--- config.mk ---
export PLATFORM = sky130hd
export DESIGN_NAME = final2_soc_nios2_qsys_0_oci_dct_packer_flat
export DESIGN_NICKNAME = d
export VERILOG_FILES = /design/src/rtl/final2_soc_nios2_oci_pkg.sv /design/src/rtl/final2_soc_nios2_qsys_0_oci_dct_packer_if.sv /design/src/rtl/final2_soc_nios2_qsys_0_oci_dct_frame_reg.sv /design/src/rtl/final2_soc_nios2_qsys_0_oci_dct_packer.sv /design/src/flat_wrapper.sv
export SDC_FILE = /design/constraint.sdc
export NUM_CORES = 1
export LEC_CHECK = 0
export ABC_AREA = 0
export ABC_CLOCK_PERIOD_IN_PS = 3710
export BUFFER_PORTS_ARGS = -buffer_cell sky130_fd_sc_hd__buf_2
export CORE_UTILIZATION = 55
export CTS_BUF_LIST = sky130_fd_sc_hd__clkbuf_16
export DETAILED_ROUTE_END_ITERATION = 10
export PLACE_DENSITY = 0.78
export SYNTH_ARGS = -nofsm -noshare
export SYNTH_HDL_FRONTEND = slang
export SYNTH_SLANG_ARGS = --single-unit
export TNS_END_PERCENT = 10
--- constraint.sdc ---
create_clock -name clk -period 3.71 [get_ports clk]
set_input_delay 0.371 -clock clk [delete_from_list [all_inputs] [get_ports clk]]
set_output_delay 0.371 -clock clk [all_outputs]
set_load 0.02 [all_outputs]
--- src/rtl/final2_soc_nios2_oci_pkg.sv ---
// rtl/final2_soc_nios2_oci_pkg.sv - shared constants, state enum and helpers for the OCI DCT packer
package final2_soc_nios2_oci_pkg;

    localparam int CODE_W = 2;
    localparam int DEPTH  = 15;
    localparam int BUF_W  = CODE_W * DEPTH;
    localparam int CNT_W  = 4;

    localparam logic [CODE_W-1:0] CODE_NOP = 2'b00;
    localparam logic [CNT_W-1:0]  FULL_CNT = CNT_W'(DEPTH);

    typedef enum logic [1:0] {
        ST_EMPTY     = 2'd0,
        ST_FILL      = 2'd1,
        ST_FULL_WAIT = 2'd2
    } dct_state_e;

    // Place a code into the slot addressed by idx (slot 0 is the oldest, bits [1:0])
    function automatic logic [BUF_W-1:0] place_code(input logic [CODE_W-1:0] c,
                                                    input logic [CNT_W-1:0]  idx);
        logic [BUF_W-1:0] v;
        v = {{(BUF_W-CODE_W){1'b0}}, c};
        return v << (CODE_W * int'(idx));
    endfunction

endpackage

--- src/rtl/final2_soc_nios2_qsys_0_oci_dct_packer_if.sv ---
// rtl/final2_soc_nios2_qsys_0_oci_dct_packer_if.sv - code input and frame output handshake bundle
interface final2_soc_nios2_qsys_0_oci_dct_packer_if;
    import final2_soc_nios2_oci_pkg::*;

    logic              code_valid;
    logic [CODE_W-1:0] code;
    logic              frame_valid;
    logic              frame_ready;
    logic [BUF_W-1:0]  dct_buffer;
    logic [CNT_W-1:0]  dct_count;

    // Trace source and frame consumer side
    modport master (
        output code_valid,
        output code,
        output frame_ready,
        input  frame_valid,
        input  dct_buffer,
        input  dct_count
    );

    // Packer side
    modport slave (
        input  code_valid,
        input  code,
        input  frame_ready,
        output frame_valid,
        output dct_buffer,
        output dct_count
    );
endinterface

--- src/rtl/final2_soc_nios2_qsys_0_oci_dct_frame_reg.sv ---
// rtl/final2_soc_nios2_qsys_0_oci_dct_frame_reg.sv - single-entry valid/ready frame holding register
module final2_soc_nios2_qsys_0_oci_dct_frame_reg
    import final2_soc_nios2_oci_pkg::*;
(
    input  logic             clk,
    input  logic             reset_n,
    input  logic             load,
    input  logic [BUF_W-1:0] load_buffer,
    input  logic [CNT_W-1:0] load_count,
    input  logic             out_ready,
    output logic             out_valid,
    output logic [BUF_W-1:0] out_buffer,
    output logic [CNT_W-1:0] out_count
);

    logic             valid_q, valid_d;
    logic [BUF_W-1:0] buffer_q, buffer_d;
    logic [CNT_W-1:0] count_q, count_d;

    // Load wins over a same-cycle handshake so back-to-back frames have no bubble
    always_comb begin
        valid_d  = valid_q;
        buffer_d = buffer_q;
        count_d  = count_q;
        if (load) begin
            valid_d  = 1'b1;
            buffer_d = load_buffer;
            count_d  = load_count;
        end else if (out_ready) begin
            valid_d  = 1'b0;
        end
    end

    // Holding register state
    always_ff @(posedge clk) begin
        if (!reset_n) begin
            valid_q  <= 1'b0;
            buffer_q <= '0;
            count_q  <= '0;
        end else begin
            valid_q  <= valid_d;
            buffer_q <= buffer_d;
            count_q  <= count_d;
        end
    end

    assign out_valid  = valid_q;
    assign out_buffer = buffer_q;
    assign out_count  = count_q;

endmodule

--- src/rtl/final2_soc_nios2_qsys_0_oci_dct_packer.sv ---
// rtl/final2_soc_nios2_qsys_0_oci_dct_packer.sv - DCT code packer, optional FINAL2_SOC_DCT_DROP_CNT_EN drop counter
module final2_soc_nios2_qsys_0_oci_dct_packer
    import final2_soc_nios2_oci_pkg::*;
(
    input  logic        clk,
    input  logic        reset_n,
    input  logic        flush,
    final2_soc_nios2_qsys_0_oci_dct_packer_if.slave dct_if,
    output logic        overflow,
`ifdef FINAL2_SOC_DCT_DROP_CNT_EN
    output logic [15:0] drop_cnt,
`endif
    output logic        drained
);

    dct_state_e       state_q, state_d;
    logic [BUF_W-1:0] acc_q, acc_d;
    logic [CNT_W-1:0] acc_cnt_q, acc_cnt_d;
    logic             overflow_q, overflow_d;
    logic             drained_q, drained_d;
    logic             drain_pend_q, drain_pend_d;

    logic             code_req;
    logic             store;
    logic             dropped;
    logic [CNT_W-1:0] cnt_inc;
    logic [BUF_W-1:0] acc_merged;
    logic             slot_free;
    logic             xfer;
    logic             frame_valid_next;
    logic             drain_arm;

    // Accept decision and the accumulator image including this cycle's code
    always_comb begin
        code_req   = dct_if.code_valid && (dct_if.code != CODE_NOP);
        store      = code_req && (state_q != ST_FULL_WAIT);
        dropped    = code_req && (state_q == ST_FULL_WAIT);
        cnt_inc    = acc_cnt_q + {{(CNT_W-1){1'b0}}, store};
        acc_merged = store ? (acc_q | place_code(dct_if.code, acc_cnt_q)) : acc_q;
        slot_free  = !dct_if.frame_valid || dct_if.frame_ready;
        xfer       = slot_free && ((cnt_inc == FULL_CNT) || (flush && (cnt_inc != '0)));
        frame_valid_next = xfer || (dct_if.frame_valid && !dct_if.frame_ready);
    end

    // Next-state for the fill FSM and accumulator
    always_comb begin
        state_d   = state_q;
        acc_d     = acc_merged;
        acc_cnt_d = cnt_inc;
        if (xfer) begin
            state_d   = ST_EMPTY;
            acc_d     = '0;
            acc_cnt_d = '0;
        end else if (cnt_inc == '0) begin
            state_d   = ST_EMPTY;
        end else if (cnt_inc == FULL_CNT) begin
            state_d   = ST_FULL_WAIT;
        end else begin
            state_d   = ST_FILL;
        end
    end

    // Sticky overflow and flush-drain tracking; a new code cancels a pending drain
    always_comb begin
        overflow_d   = overflow_q | dropped;
        drain_arm    = drain_pend_q || flush;
        drain_pend_d = drain_pend_q;
        drained_d    = drained_q;
        if (store && !flush) begin
            drain_pend_d = 1'b0;
            drained_d    = 1'b0;
        end else if (drain_arm && (acc_cnt_d == '0) && !frame_valid_next) begin
            drain_pend_d = 1'b0;
            drained_d    = 1'b1;
        end else if (drain_arm) begin
            drain_pend_d = 1'b1;
        end
    end

    // Packer state registers
    always_ff @(posedge clk) begin
        if (!reset_n) begin
            state_q      <= ST_EMPTY;
            acc_q        <= '0;
            acc_cnt_q    <= '0;
            overflow_q   <= 1'b0;
            drained_q    <= 1'b0;
            drain_pend_q <= 1'b0;
        end else begin
            state_q      <= state_d;
            acc_q        <= acc_d;
            acc_cnt_q    <= acc_cnt_d;
            overflow_q   <= overflow_d;
            drained_q    <= drained_d;
            drain_pend_q <= drain_pend_d;
        end
    end

`ifdef FINAL2_SOC_DCT_DROP_CNT_EN
    logic [15:0] drop_cnt_q, drop_cnt_d;

    // Saturating count of dropped codes
    always_comb begin
        drop_cnt_d = drop_cnt_q;
        if (dropped && (drop_cnt_q != 16'hFFFF)) begin
            drop_cnt_d = drop_cnt_q + 16'd1;
        end
    end

    // Drop counter register
    always_ff @(posedge clk) begin
        if (!reset_n) begin
            drop_cnt_q <= '0;
        end else begin
            drop_cnt_q <= drop_cnt_d;
        end
    end

    assign drop_cnt = drop_cnt_q;
`endif

    final2_soc_nios2_qsys_0_oci_dct_frame_reg u_frame_reg (
        .clk         (clk),
        .reset_n     (reset_n),
        .load        (xfer),
        .load_buffer (acc_merged),
        .load_count  (cnt_inc),
        .out_ready   (dct_if.frame_ready),
        .out_valid   (dct_if.frame_valid),
        .out_buffer  (dct_if.dct_buffer),
        .out_count   (dct_if.dct_count)
    );

    assign overflow = overflow_q;
    assign drained  = drained_q;

endmodule

--- src/flat_wrapper.sv ---
// flat-port wrapper written by rule: the top's interface ports become plain ports
module final2_soc_nios2_qsys_0_oci_dct_packer_flat import final2_soc_nios2_oci_pkg::*;
  (clk, reset_n, flush, overflow, drained, dct_if_code_valid, dct_if_code, dct_if_frame_ready, dct_if_frame_valid, dct_if_dct_buffer, dct_if_dct_count);
  final2_soc_nios2_qsys_0_oci_dct_packer_if dct_if_i ();
  input  logic clk;
  input  logic reset_n;
  input  logic flush;
  output logic overflow;
  output logic drained;
  input wire logic [$bits(dct_if_i.code_valid)-1:0] dct_if_code_valid;
  input wire logic [$bits(dct_if_i.code)-1:0] dct_if_code;
  input wire logic [$bits(dct_if_i.frame_ready)-1:0] dct_if_frame_ready;
  output wire logic [$bits(dct_if_i.frame_valid)-1:0] dct_if_frame_valid;
  output wire logic [$bits(dct_if_i.dct_buffer)-1:0] dct_if_dct_buffer;
  output wire logic [$bits(dct_if_i.dct_count)-1:0] dct_if_dct_count;
  assign dct_if_i.code_valid = dct_if_code_valid;
  assign dct_if_i.code = dct_if_code;
  assign dct_if_i.frame_ready = dct_if_frame_ready;
  assign dct_if_frame_valid = dct_if_i.frame_valid;
  assign dct_if_dct_buffer = dct_if_i.dct_buffer;
  assign dct_if_dct_count = dct_if_i.dct_count;
  final2_soc_nios2_qsys_0_oci_dct_packer u_core (.clk(clk), .reset_n(reset_n), .flush(flush), .dct_if(dct_if_i), .overflow(overflow), .drained(drained));
endmodule
==> metrics.md, run 1 <==
| Metric | Value |
|---|---|
| Number of gates resized after cts | `0` |
| Fin crit share | `85.1%` |
| WL final | `6410 um` |
| DRC Markers | `0` |
| Async set-reset flop share out of synthesis | `0%` |
| Final ANT Viol Nets | `0` |
| Clk root buf | `clkbuf_16` |
| WS Path Type | `flip-flop to flip-flop` |
| Mapped Cells | `294` |
| Fmax | `317 MHz` |
| Die Wd | `73.2 um` |
| First DRT Iteration DRCs | `122` |
| Final setup TNS | `0 ns` |
| CORE AREA | `0.00479 mm2` |
| Post-Synthesis Cell Area | `0.00279 mm2` |
| RSZ-0062 raised after global routing | `no` |
| CTS tree | `done` |
| Critical path data arrival time | `3.38 ns` |
| Layout net count | `333` |
| Slew Viols, Final | `0` |
| Slowest cell on the critical path | `and3_1` |
| R2R Path Start | `u_core.state_q[1]$_SDFF_PP0_` |
| Initial core utilization | `58.3%` |
| Fraction of the yosys area taken by sequential cells | `53.1%` |
| IO Port Bufs | `43` |
| Clock Tree Buf Depth | `2` |
| Rows | `25` |
| Via-to-Cell Ratio | `6.05` |
| Worst slew margin | `31.0%` |
| # setup viols final | `0` |
| EDFF count, synth | `0` |
| Clk_lat worst skew | `0.33 ns` |
| Vias in the first global route | `2208` |
| Synth Warn # | `0` |
| Endpoints failing hold | `0` |
| Via Count | `2394` |
| CP startpoint kind | `flip-flop` |
| Max incr delay on CP | `0.48 ns` |
| DP HPWL | `4240 um` |
| Antenna violations before repair | `0` |
| Clock Skew | `0.00409 ns` |
| Max-cap violation count | `0` |
| Hold crit path type | `input pin to flip-flop` |
| Most Frequent Cell on Critical Path | `ha_1` |
| Global-route wire length before repair | `10600 um` |
| Status | `finished, final reports clean` |
| Worst path buffer plus inverter count | `2` |
| Synth unique cells | `35` |
| Most frequent cells in the layout | `74 x dfxtp_1, 54 x a31oi_1, 43 x buf_2, 38 x nor2_1, 31 x a211oi_1` |
| ANT cells | `0` |
| GRT overflow | `0` |
| Leak | `1.32 nW` |
| Commonest non-fill, non-tap cell in the layout | `dfxtp_1` |
| WL/cell | `16.2 um` |
| Least-Margin Pin Slew | `1.03 ns` |
| Critical Path End Type | `flip-flop` |
| Setup bufs post-CTS | `0` |
| I/O Pins | `44` |
| Synth-to-layout area growth | `16.9%` |
| CTS Buf Count | `9` |
| CP top delay family | `simple AND/OR/NAND/NOR gates` |
| H-tree depth | `3` |
| Syn nets | `303` |
| Top FF cell, synth | `dfxtp_1` |
| Die height | `73.2 um` |
| Fin crit period | `3.16 ns` |
| Worst setup path startpoint | `u_core.state_q[1]$_SDFF_PP0_` |
| VDD IR max | `347 uV` |
| Clock-pin slew on the worst setup and hold paths | `0.05 ns` |
| Hold-fix buffers, CTS | `0` |
| GP Congestion | `0.815` |
| Worst EP required | `3.94 ns` |
| Layout cell share with drive strength beyond 1 | `20.7%` |
| Max FO, Critical Path | `25` |
| Hold_sp | `dct_if_code_valid` |
| Synthesized flop and latch total | `74` |
| Mapped Avg Cell Area | `9.49 um2` |
| Clock sink count | `74` |
| Hold slack final | `0.322 ns` |
| PD cells | `597 mW/mm2` |
| Tot Pwr | `1.95 mW` |
| Largest net degree at the start of global routing | `36` |
| Pre-Repair DR Iteration Count | `4` |
| Die ar. | `0.00536 mm2` |
| GRT Util Overall | `26.5%` |
| Ordered list of cells on the worst path | `nor2b_1 > or3_1 > inv_1 > ha_1 > ha_1 > xnor2_2 > o211ai_2 > and3_1 > buf_12 > a211oi_1` |
per-stage QoR:
stage	setup WS [ns]	std cells	utilization [%]	instance area (um2)
final	0.555	396	68.1	3260
after CTS	0.594	396	68.1	3260
after global placement	0.674	380	62.8	3000
after floorplan	1.10	294	-	2790
after global routing	0.336	396	68.1	3260
after detailed placement	0.563	380	62.8	3000
area by class of cell:
cell class,instances,area [um2]
Clock buffer,9,225
Sequential cell,74,1480
Clock inverter,7,30.0
Multi-Input combinational cell,184,1140
Fill cell,384,1530
Timing Repair Buffer,50,280
Tap cell,67,83.8
Inverter,5,18.8
cells in the mapped netlist, types with 2 or more instances:
master | instances | area, um2
a211oi_1 | 31 | 233
a21oi_1 | 8 | 40.0
a31oi_1 | 54 | 338
and2_1 | 3 | 18.8
and3_1 | 5 | 31.3
buf_1 | 5 | 18.8
buf_2 | 8 | 40.0
buf_4 | 4 | 30.0
clkbuf_1 | 13 | 48.8
dfxtp_1 | 74 | 1480
ha_1 | 2 | 25.0
inv_1 | 4 | 15.0
mux2i_1 | 3 | 30.0
nand2_1 | 7 | 26.3
nand2b_1 | 3 | 18.8
nand3_1 | 3 | 15.0
nor2_1 | 38 | 143
nor2b_1 | 5 | 31.3
nor3_1 | 5 | 25.0
nor4_1 | 3 | 18.8
o21ai_0 | 2 | 10.0
worst paths after layout:
kind	cells past startpoint	to	slack (ns)
worst max-delay path	10	u_core.u_frame_reg.out_buffer[24]$_SDFFE_PN0P_	0.55
worst min-delay path	3	u_core.overflow$_SDFF_PN0_	0.32
worst max register to register	10	u_core.u_frame_reg.out_buffer[24]$_SDFFE_PN0P_	0.55
worst min register to register	2	u_core.acc_q[4]$_SDFF_PP0_	0.46
worst reg2reg max path, delay by kind of cell (launching register included):
family                   cells  cell delay, ns
AND/OR/NAND/NOR              3            0.99
AO/OA/AOI/OAI                2            0.66
XOR/XNOR                     1            0.31
adder cells (fa/ha/maj)      2            0.48
flip-flops                   1            0.31
buffers and inverters        2            0.30
cell families (layout without fill, tap and decap cells):
family | after synthesis | count (layout) | synth area share, %
buffers and inverters | 36 | 71 | 6.01
adder cells (fa/ha/maj) | 2 | 2 | 0.897
AO/OA/AOI/OAI | 103 | 103 | 25.8
AND/OR/NAND/NOR | 75 | 75 | 12.6
XOR/XNOR | 1 | 1 | 0.583
multiplexers | 3 | 3 | 1.08
flip-flops | 74 | 74 | 53.1
layer usage:
layer  GRT usage [%]  share of wire (%)  up-vias  routed length (um)
li1                -                  -     1156                   -
met1            35.5                 48     1158                3060
met2            40.1                 46       64                2930
met3            6.91                4.2       16                 269
met4            11.8                2.3        0                 150
met5               0                  0        -                   0
power by group:
| group | total (mW) | internal, mW | switching (mW) |
|---|---|---|---|
| clock network | 0.741 | 0.438 | 0.303 |
| logic | 0.329 | 0.112 | 0.217 |
| registers | 0.876 | 0.849 | 0.0269 |
registers in the layout (all words and copies together), names as in the netlist:
name                           count
u_core.acc_q                      30
u_core.u_frame_reg.out_buffer     30
u_core.acc_cnt_q                   4
u_core.u_frame_reg.out_count       4
u_core.state_q                     2
u_core.drain_pend_q                1
u_core.drained                     1
u_core.overflow                    1
u_core.u_frame_reg.out_valid       1
(Power assumes the default switching activity.)
==> inputs of run 2 (changes only) <==
--- a/config.mk
+++ b/config.mk
@@ -8,6 +8,7 @@
 export ABC_AREA = 0
 export ABC_CLOCK_PERIOD_IN_PS = 3710
 export BUFFER_PORTS_ARGS = -buffer_cell sky130_fd_sc_hd__buf_2
+export CORE_ASPECT_RATIO = 0.9
 export CORE_UTILIZATION = 55
 export CTS_BUF_LIST = sky130_fd_sc_hd__clkbuf_16
 export DETAILED_ROUTE_END_ITERATION = 10
==> run 2 against run 1 <==
  * Worst setup slack better by 0.017 ns
  * Total power up 12%
  * Sequential cell count unchanged
  * Register-to-register slack better by 0.02 ns
  * Hold slack better by 0.019 ns
  * Critical path type unchanged
  * Critical path depth down 2
  * Clock skew up 0.0030 ns
  * Core utilization up 0.54 points
  * Final cell count down 0.25%
  * Fmax up 0.53%
  * Non-clock buffer count up 1
==> metrics.md, run 2 (same netlist as run 1, synthesis figures left out) <==
| Metric | Value |
|---|---|
| Commonest non-fill, non-tap cell in the layout | `dfxtp_1` |
| Ordered list of cells on the worst path | `nor2b_1 > or3_1 > inv_1 > ha_1 > and4_1 > o211ai_2 > a31o_2 > nor2_1` |
| Slowest cell on the critical path | `a31o_2` |
| Max-cap violation count | `0` |
| Via Count | `2424` |
| CP startpoint kind | `flip-flop` |
| First DRT Iteration DRCs | `168` |
| Most frequent cells in the layout | `74 x dfxtp_1, 54 x a31oi_1, 43 x buf_2, 38 x nor2_1, 31 x a211oi_1` |
| Worst slew margin | `21.6%` |
| Worst setup path startpoint | `u_core.state_q[1]$_SDFF_PP0_` |
| CP Depth | `8` |
| Synth-to-layout area growth | `19.7%` |
| Critical path data arrival time | `3.33 ns` |
| Slew Viols, Final | `0` |
| Least-Margin Pin Slew | `1.17 ns` |
| WL final | `6690 um` |
| Die ar. | `0.00536 mm2` |
| Clock Tree Buf Depth | `2` |
| VDD IR max | `461 uV` |
| DP HPWL | `4230 um` |
| Hold Path Depth | `3` |
| Global-route wire length before repair | `10900 um` |
| Status | `finished, final reports clean` |
| R2R Path Start | `u_core.state_q[1]$_SDFF_PP0_` |
| Clk_lat worst skew | `0.34 ns` |
| Worst Setup EP | `u_core.acc_q[15]$_SDFF_PP0_` |
| Clock Skew | `0.00709 ns` |
| Sequential cell area | `0.00148 mm2` |
| Setup bufs post-CTS | `0` |
| Fin crit share | `84.6%` |
| DP Cell Count | `379` |
| Rows | `24` |
| Critical Path End Type | `flip-flop` |
| CP top delay family | `compound AO/OA/AOI/OAI gates` |
| Leak | `1.34 nW` |
| DRC Markers | `0` |
| Antenna violations before repair | `0` |
| GRT Util Overall | `26.4%` |
| PD cells | `654 mW/mm2` |
| Clock sink count | `74` |
| Hold crit path type | `input pin to flip-flop` |
| IO Port Bufs | `43` |
| WL/cell | `16.9 um` |
| Fin crit period | `3.14 ns` |
| Fmax | `319 MHz` |
| Footprint of the multi-input gates | `0.00114 mm2` |
| Clock-pin slew on the worst setup and hold paths | `0.06 ns` |
| CORE AREA | `0.00486 mm2` |
| Worst EP required | `3.90 ns` |
| Fill cell count | `405` |
| CTS tree | `done` |
| Number of gates resized after cts | `0` |
| RSZ-0062 raised after global routing | `no` |
| Max FO, Critical Path | `33` |
| R2R Path End | `u_core.acc_q[15]$_SDFF_PP0_` |
| Max incr delay on CP | `0.73 ns` |
| FF-to-FF setup slack | `0.57 ns` |
| I/O Pins | `44` |
| GP Congestion | `0.831` |
| Layout net count | `334` |
| GRT overflow | `0` |
| Endpoints failing hold | `0` |
| Final setup TNS | `0 ns` |
| Worst R2R Path Depth | `8` |
| Hold_sp | `dct_if_code_valid` |
| # setup viols final | `0` |
| Tot Pwr | `2.19 mW` |
| Largest net degree at the start of global routing | `35` |
| Initial core utilization | `57.3%` |
| Final cell count without fillers | `395` |
| Clk root buf | `clkbuf_16` |
| ANT cells | `0` |
| Via-to-Cell Ratio | `6.14` |
| Die height | `69.6 um` |
| Layout cell share with drive strength beyond 1 | `21.8%` |
| Vias in the first global route | `2260` |
| Hold-fix buffers, CTS | `0` |
| H-tree depth | `3` |
| Final ANT Viol Nets | `0` |
| WS Path Type | `flip-flop to flip-flop` |
| Pre-Repair DR Iteration Count | `4` |
| Worst path buffer plus inverter count | `1` |
| CTS Buf Count | `9` |
| Die Wd | `77.1 um` |
[run 2: worst register-to-register path, cell delays in order (launching register included)]
cell      delay [ns]
dfxtp_1         0.32
nor2b_1         0.32
or3_1           0.25
inv_1           0.06
ha_1            0.25
and4_1          0.29
o211ai_2        0.62
a31o_2          0.73
nor2_1          0.16
[run 2: where the power goes]
part,switching [mW],leakage [nW],total [mW],internal (mW)
registers,0.0268,0.602,0.876,0.849
clock network,0.329,0.159,0.983,0.655
logic,0.216,0.583,0.326,0.110
total,0.571,1.34,2.19,1.61
[run 2: metal layers]
metal  vias to the layer above  global-route usage, %  part of all wire (%)
li1                       1148                      -                     -
met1                      1196                   34.4                    47
met2                        69                   41.1                    48
met3                        11                   9.61                   4.6
met4                         0                   8.18                   1.2
met5                         -                      0                     0
[run 2: worst min path at each step]
stage / slack (ns) / to
finish: 0.34 / u_core.overflow$_SDFF_PN0_
global route: 0.35 / u_core.overflow$_SDFF_PN0_
CTS: 0.34 / u_core.overflow$_SDFF_PN0_
detailed placement: 0.45 / u_core.acc_q[13]$_SDFF_PP0_
global placement: 0.43 / u_core.acc_q[23]$_SDFF_PP0_
floorplan: 0.42 / u_core.acc_q[10]$_SDFF_PP0_
[run 2: final cells by class]
cell class,count,area share (%)
Tap cell,65,2.44
Clock buffer,9,6.74
Multi-Input combinational cell,184,34.1
Timing Repair Buffer,51,8.24
Sequential cell,74,44.4
Clock inverter,7,3.52
Inverter,5,0.562
[run 2: stage by stage]
stage               instance area (um2)  hold WS, ns  util (%)  setup WS [ns]
floorplan                          2790        0.424         -           1.10
global placement                   3000        0.433      61.6          0.675
detailed placement                 3000        0.446      61.6          0.541
CTS                                3340        0.336      68.6          0.587
global route                       3340        0.349      68.6          0.333
finish                             3340        0.341      68.6          0.571
==> inputs of run 3 (changes only) <==
--- a/config.mk
+++ b/config.mk
@@ -5,14 +5,14 @@
 export SDC_FILE = /design/constraint.sdc
 export NUM_CORES = 1
 export LEC_CHECK = 0
-export ABC_AREA = 0
-export ABC_CLOCK_PERIOD_IN_PS = 3710
+export ABC_AREA = 1
+export ABC_CLOCK_PERIOD_IN_PS = 2700
 export BUFFER_PORTS_ARGS = -buffer_cell sky130_fd_sc_hd__buf_2
 export CORE_ASPECT_RATIO = 0.9
-export CORE_UTILIZATION = 55
+export CORE_UTILIZATION = 50
 export CTS_BUF_LIST = sky130_fd_sc_hd__clkbuf_16
 export DETAILED_ROUTE_END_ITERATION = 10
-export PLACE_DENSITY = 0.78
+export PLACE_DENSITY = 0.74
 export SYNTH_ARGS = -nofsm -noshare
 export SYNTH_HDL_FRONTEND = slang
 export SYNTH_SLANG_ARGS = --single-unit
==> constraint.sdc (replaced) <==
create_clock -name clk -period 2.7 [get_ports clk]
set_input_delay 0.27 -clock clk [delete_from_list [all_inputs] [get_ports clk]]
set_output_delay 0.27 -clock clk [all_outputs]
set_load 0.02 [all_outputs]
==> run 3 against run 2 <==
  * Fmax up 31%
  * Synthesized cell count up 24%
  * Core utilization down 5.2 points
  * Largest cell class unchanged
==> metrics.md, run 3 <==
| Metric | Value |
|---|---|
| Worst slew margin | `54.7%` |
| DP HPWL | `4440 um` |
| Final ANT Viol Nets | `0` |
| Clock Tree Buf Depth | `2` |
| CP startpoint kind | `flip-flop` |
| Antenna violations before repair | `0` |
| Synth-to-layout area growth | `18.1%` |
| Async set-reset flop share out of synthesis | `0%` |
| WL/cell | `13.3 um` |
| CTS Buf Count | `9` |
| Worst setup margin | `0.297 ns` |
| GRT overflow | `0` |
| Footprint of the multi-input gates | `0.00117 mm2` |
| Initial core utilization | `53.7%` |
| Hold-fix buffers, CTS | `0` |
| Max FO, Critical Path | `23` |
| Rows | `25` |
| Setup bufs post-CTS | `0` |
| Pre-Repair DR Iteration Count | `4` |
| Most Frequent Cell on Critical Path | `nand2_1` |
| Cell taking the most area after synthesis | `dfxtp_1` |
| Least-Margin Pin Slew | `0.679 ns` |
| Fin crit period | `2.40 ns` |
| Global-route wire length before repair | `10600 um` |
| RSZ-0062 raised after global routing | `no` |
| Mapped Cells | `366` |
| List of most frequent post-synthesis cells | `90 x nand2_1, 74 x dfxtp_1, 45 x nor2_1` |
| ANT cells | `0` |
| Met3 Resource Use GR | `7.12%` |
| Die height | `74.3 um` |
| Syn nets | `375` |
| GRT busiest layer | `met2` |
| Final core occ | `63.5%` |
| Hold crit path type | `input pin to flip-flop` |
| H-tree depth | `3` |
| Die ar. | `0.00612 mm2` |
| Synthesized flop and latch total | `74` |
| Tot Pwr | `2.61 mW` |
| Fraction of the yosys area taken by sequential cells | `50.9%` |
| M1 GR Usage | `30.5%` |
| GRT Util Overall | `24.1%` |
| WL final | `6400 um` |
| CTS tree | `done` |
| Met2 global-route usage | `37.6%` |
| CORE AREA | `0.00541 mm2` |
| VDD IR max | `497 uV` |
| Hold Path Depth | `5` |
| Clock sink count | `74` |
| Via-to-Cell Ratio | `5.01` |
| Worst R2R Path Depth | `14` |
| Leak | `1.60 nW` |
| Slew Viols, Final | `0` |
| Worst EP required | `2.94 ns` |
| Clk root buf | `clkbuf_16` |
| Endpoints failing hold | `0` |
| Fmax | `416 MHz` |
| Mapped Avg Cell Area | `7.94 um2` |
| Final setup TNS | `0 ns` |
| Vias in the first global route | `2271` |
| Most numerous cell in the Yosys netlist | `nand2_1` |
| I/O Pins | `44` |
| EDFF count, synth | `0` |
| Post-Synthesis Cell Area | `0.00291 mm2` |
| GP Congestion | `0.944` |
| Layout cell share with drive strength beyond 1 | `19.3%` |
| Synth Warn # | `0` |
| Clk_lat worst skew | `0.33 ns` |
| Status | `finished, final reports clean` |
| Sequential cell area | `0.00148 mm2` |
| Max-cap violation count | `0` |
| Clock Skew | `0.00539 ns` |
| Top area cells in the synthesized netlist | `dfxtp_1 51%, nand2_1 12%, nor2_1 5.8%` |
| Worst slack, placed | `0.0937 ns` |
| WS Path Type | `flip-flop to flip-flop` |
| Most frequent cells in the layout | `90 x nand2_1, 74 x dfxtp_1, 45 x nor2_1, 43 x buf_2, 39 x inv_1` |
| IO Port Bufs | `43` |
| Max incr delay on CP | `0.32 ns` |
| Fill cell count | `473` |
| # setup viols final | `0` |
| Layout net count | `419` |
| Slowest cell on the critical path | `ha_1` |
| Largest net degree at the start of global routing | `24` |
| PD cells | `760 mW/mm2` |
| Die Wd | `82.4 um` |
| Fin crit share | `89.0%` |
| Critical Path End Type | `flip-flop` |
| Via Count | `2409` |
| Commonest non-fill, non-tap cell in the layout | `nand2_1` |
| Yosys top cell area share | `50.9%` |
| Ordered list of cells on the worst path | `inv_1 > nand2_1 > nand2_1 > inv_1 > ha_1 > ha_1 > inv_1 > nand2_1 > a21oi_2 > nand2_2 > nand3_4 > buf_4 > nand2_1 > a21oi_1` |
| Top FF cell, synth | `dfxtp_1` |
| Synth unique cells | `25` |
| Clock-pin slew on the worst setup and hold paths | `0.06 ns` |
| Critical path data arrival time | `2.64 ns` |
| First DRT Iteration DRCs | `164` |
| DRC Markers | `0` |
[run 3: critical path, delay by kind of cell (launching register included)]
kind	cells	cell delay, ns
AND/OR/NAND/NOR	6	0.59
flip-flops	1	0.30
adder cells (fa/ha/maj)	2	0.56
AO/OA/AOI/OAI	2	0.34
buffers and inverters	4	0.52
[run 3: worst paths after layout]
path                           startpoint                                       endpoint  slack (ns)
min                                 flush               u_core.drain_pend_q$_SDFFE_PP0P_        0.31
min reg2reg   u_core.drained$_SDFFE_PP0P_                    u_core.drained$_SDFFE_PP0P_        0.45
max reg2reg  u_core.state_q[0]$_SDFF_PP0_  u_core.u_frame_reg.out_buffer[8]$_SDFFE_PN0P_        0.30
max          u_core.state_q[0]$_SDFF_PP0_  u_core.u_frame_reg.out_buffer[8]$_SDFFE_PN0P_        0.30
[run 3: stage by stage]
step                area (um2)  cells  hold slack (ns)
floorplan                 2910    366            0.424
global placement          3150    466            0.443
detailed placement        3150    466            0.446
CTS                       3430    481            0.303
global route              3430    481            0.321
finish                    3430    481            0.314
[run 3: cells by family after synthesis]
family          Yosys count  synth area share, %
simple gates            170                 25.1
flops                    74                 50.9
compound gates           63                 14.1
buf+inv                  57                 8.99
fa+ha+maj                 2                0.860
[run 3: power by group]
group	leakage, nW	switching, mW	internal (mW)	total [mW]
registers	0.600	0.0222	1.14	1.16
logic	0.863	0.233	0.108	0.341
clock network	0.139	0.414	0.694	1.11
[run 3: layout make-up]
class	instances	share of cell area [%]
clock buffer	9	6.56
clock inverter	6	1.46
inverter	42	4.66
multi-input combinational	235	34.0
sequential	74	43.1
tap	67	2.44
timing repair buffer	48	7.72
[run 3: repair_timing]
item	4_1_cts	5_1_grt
setup endpoints to repair	0	4
hold endpoints to repair	0	0
resized for setup	0	2
[run 3: routing by layer]
metal | wire (um) | vias to the layer above
li1 | - | 1226
met1 | 2890 | 1094
met2 | 2990 | 77
met3 | 388 | 12
met4 | 128 | 0
met5 | 0 | -
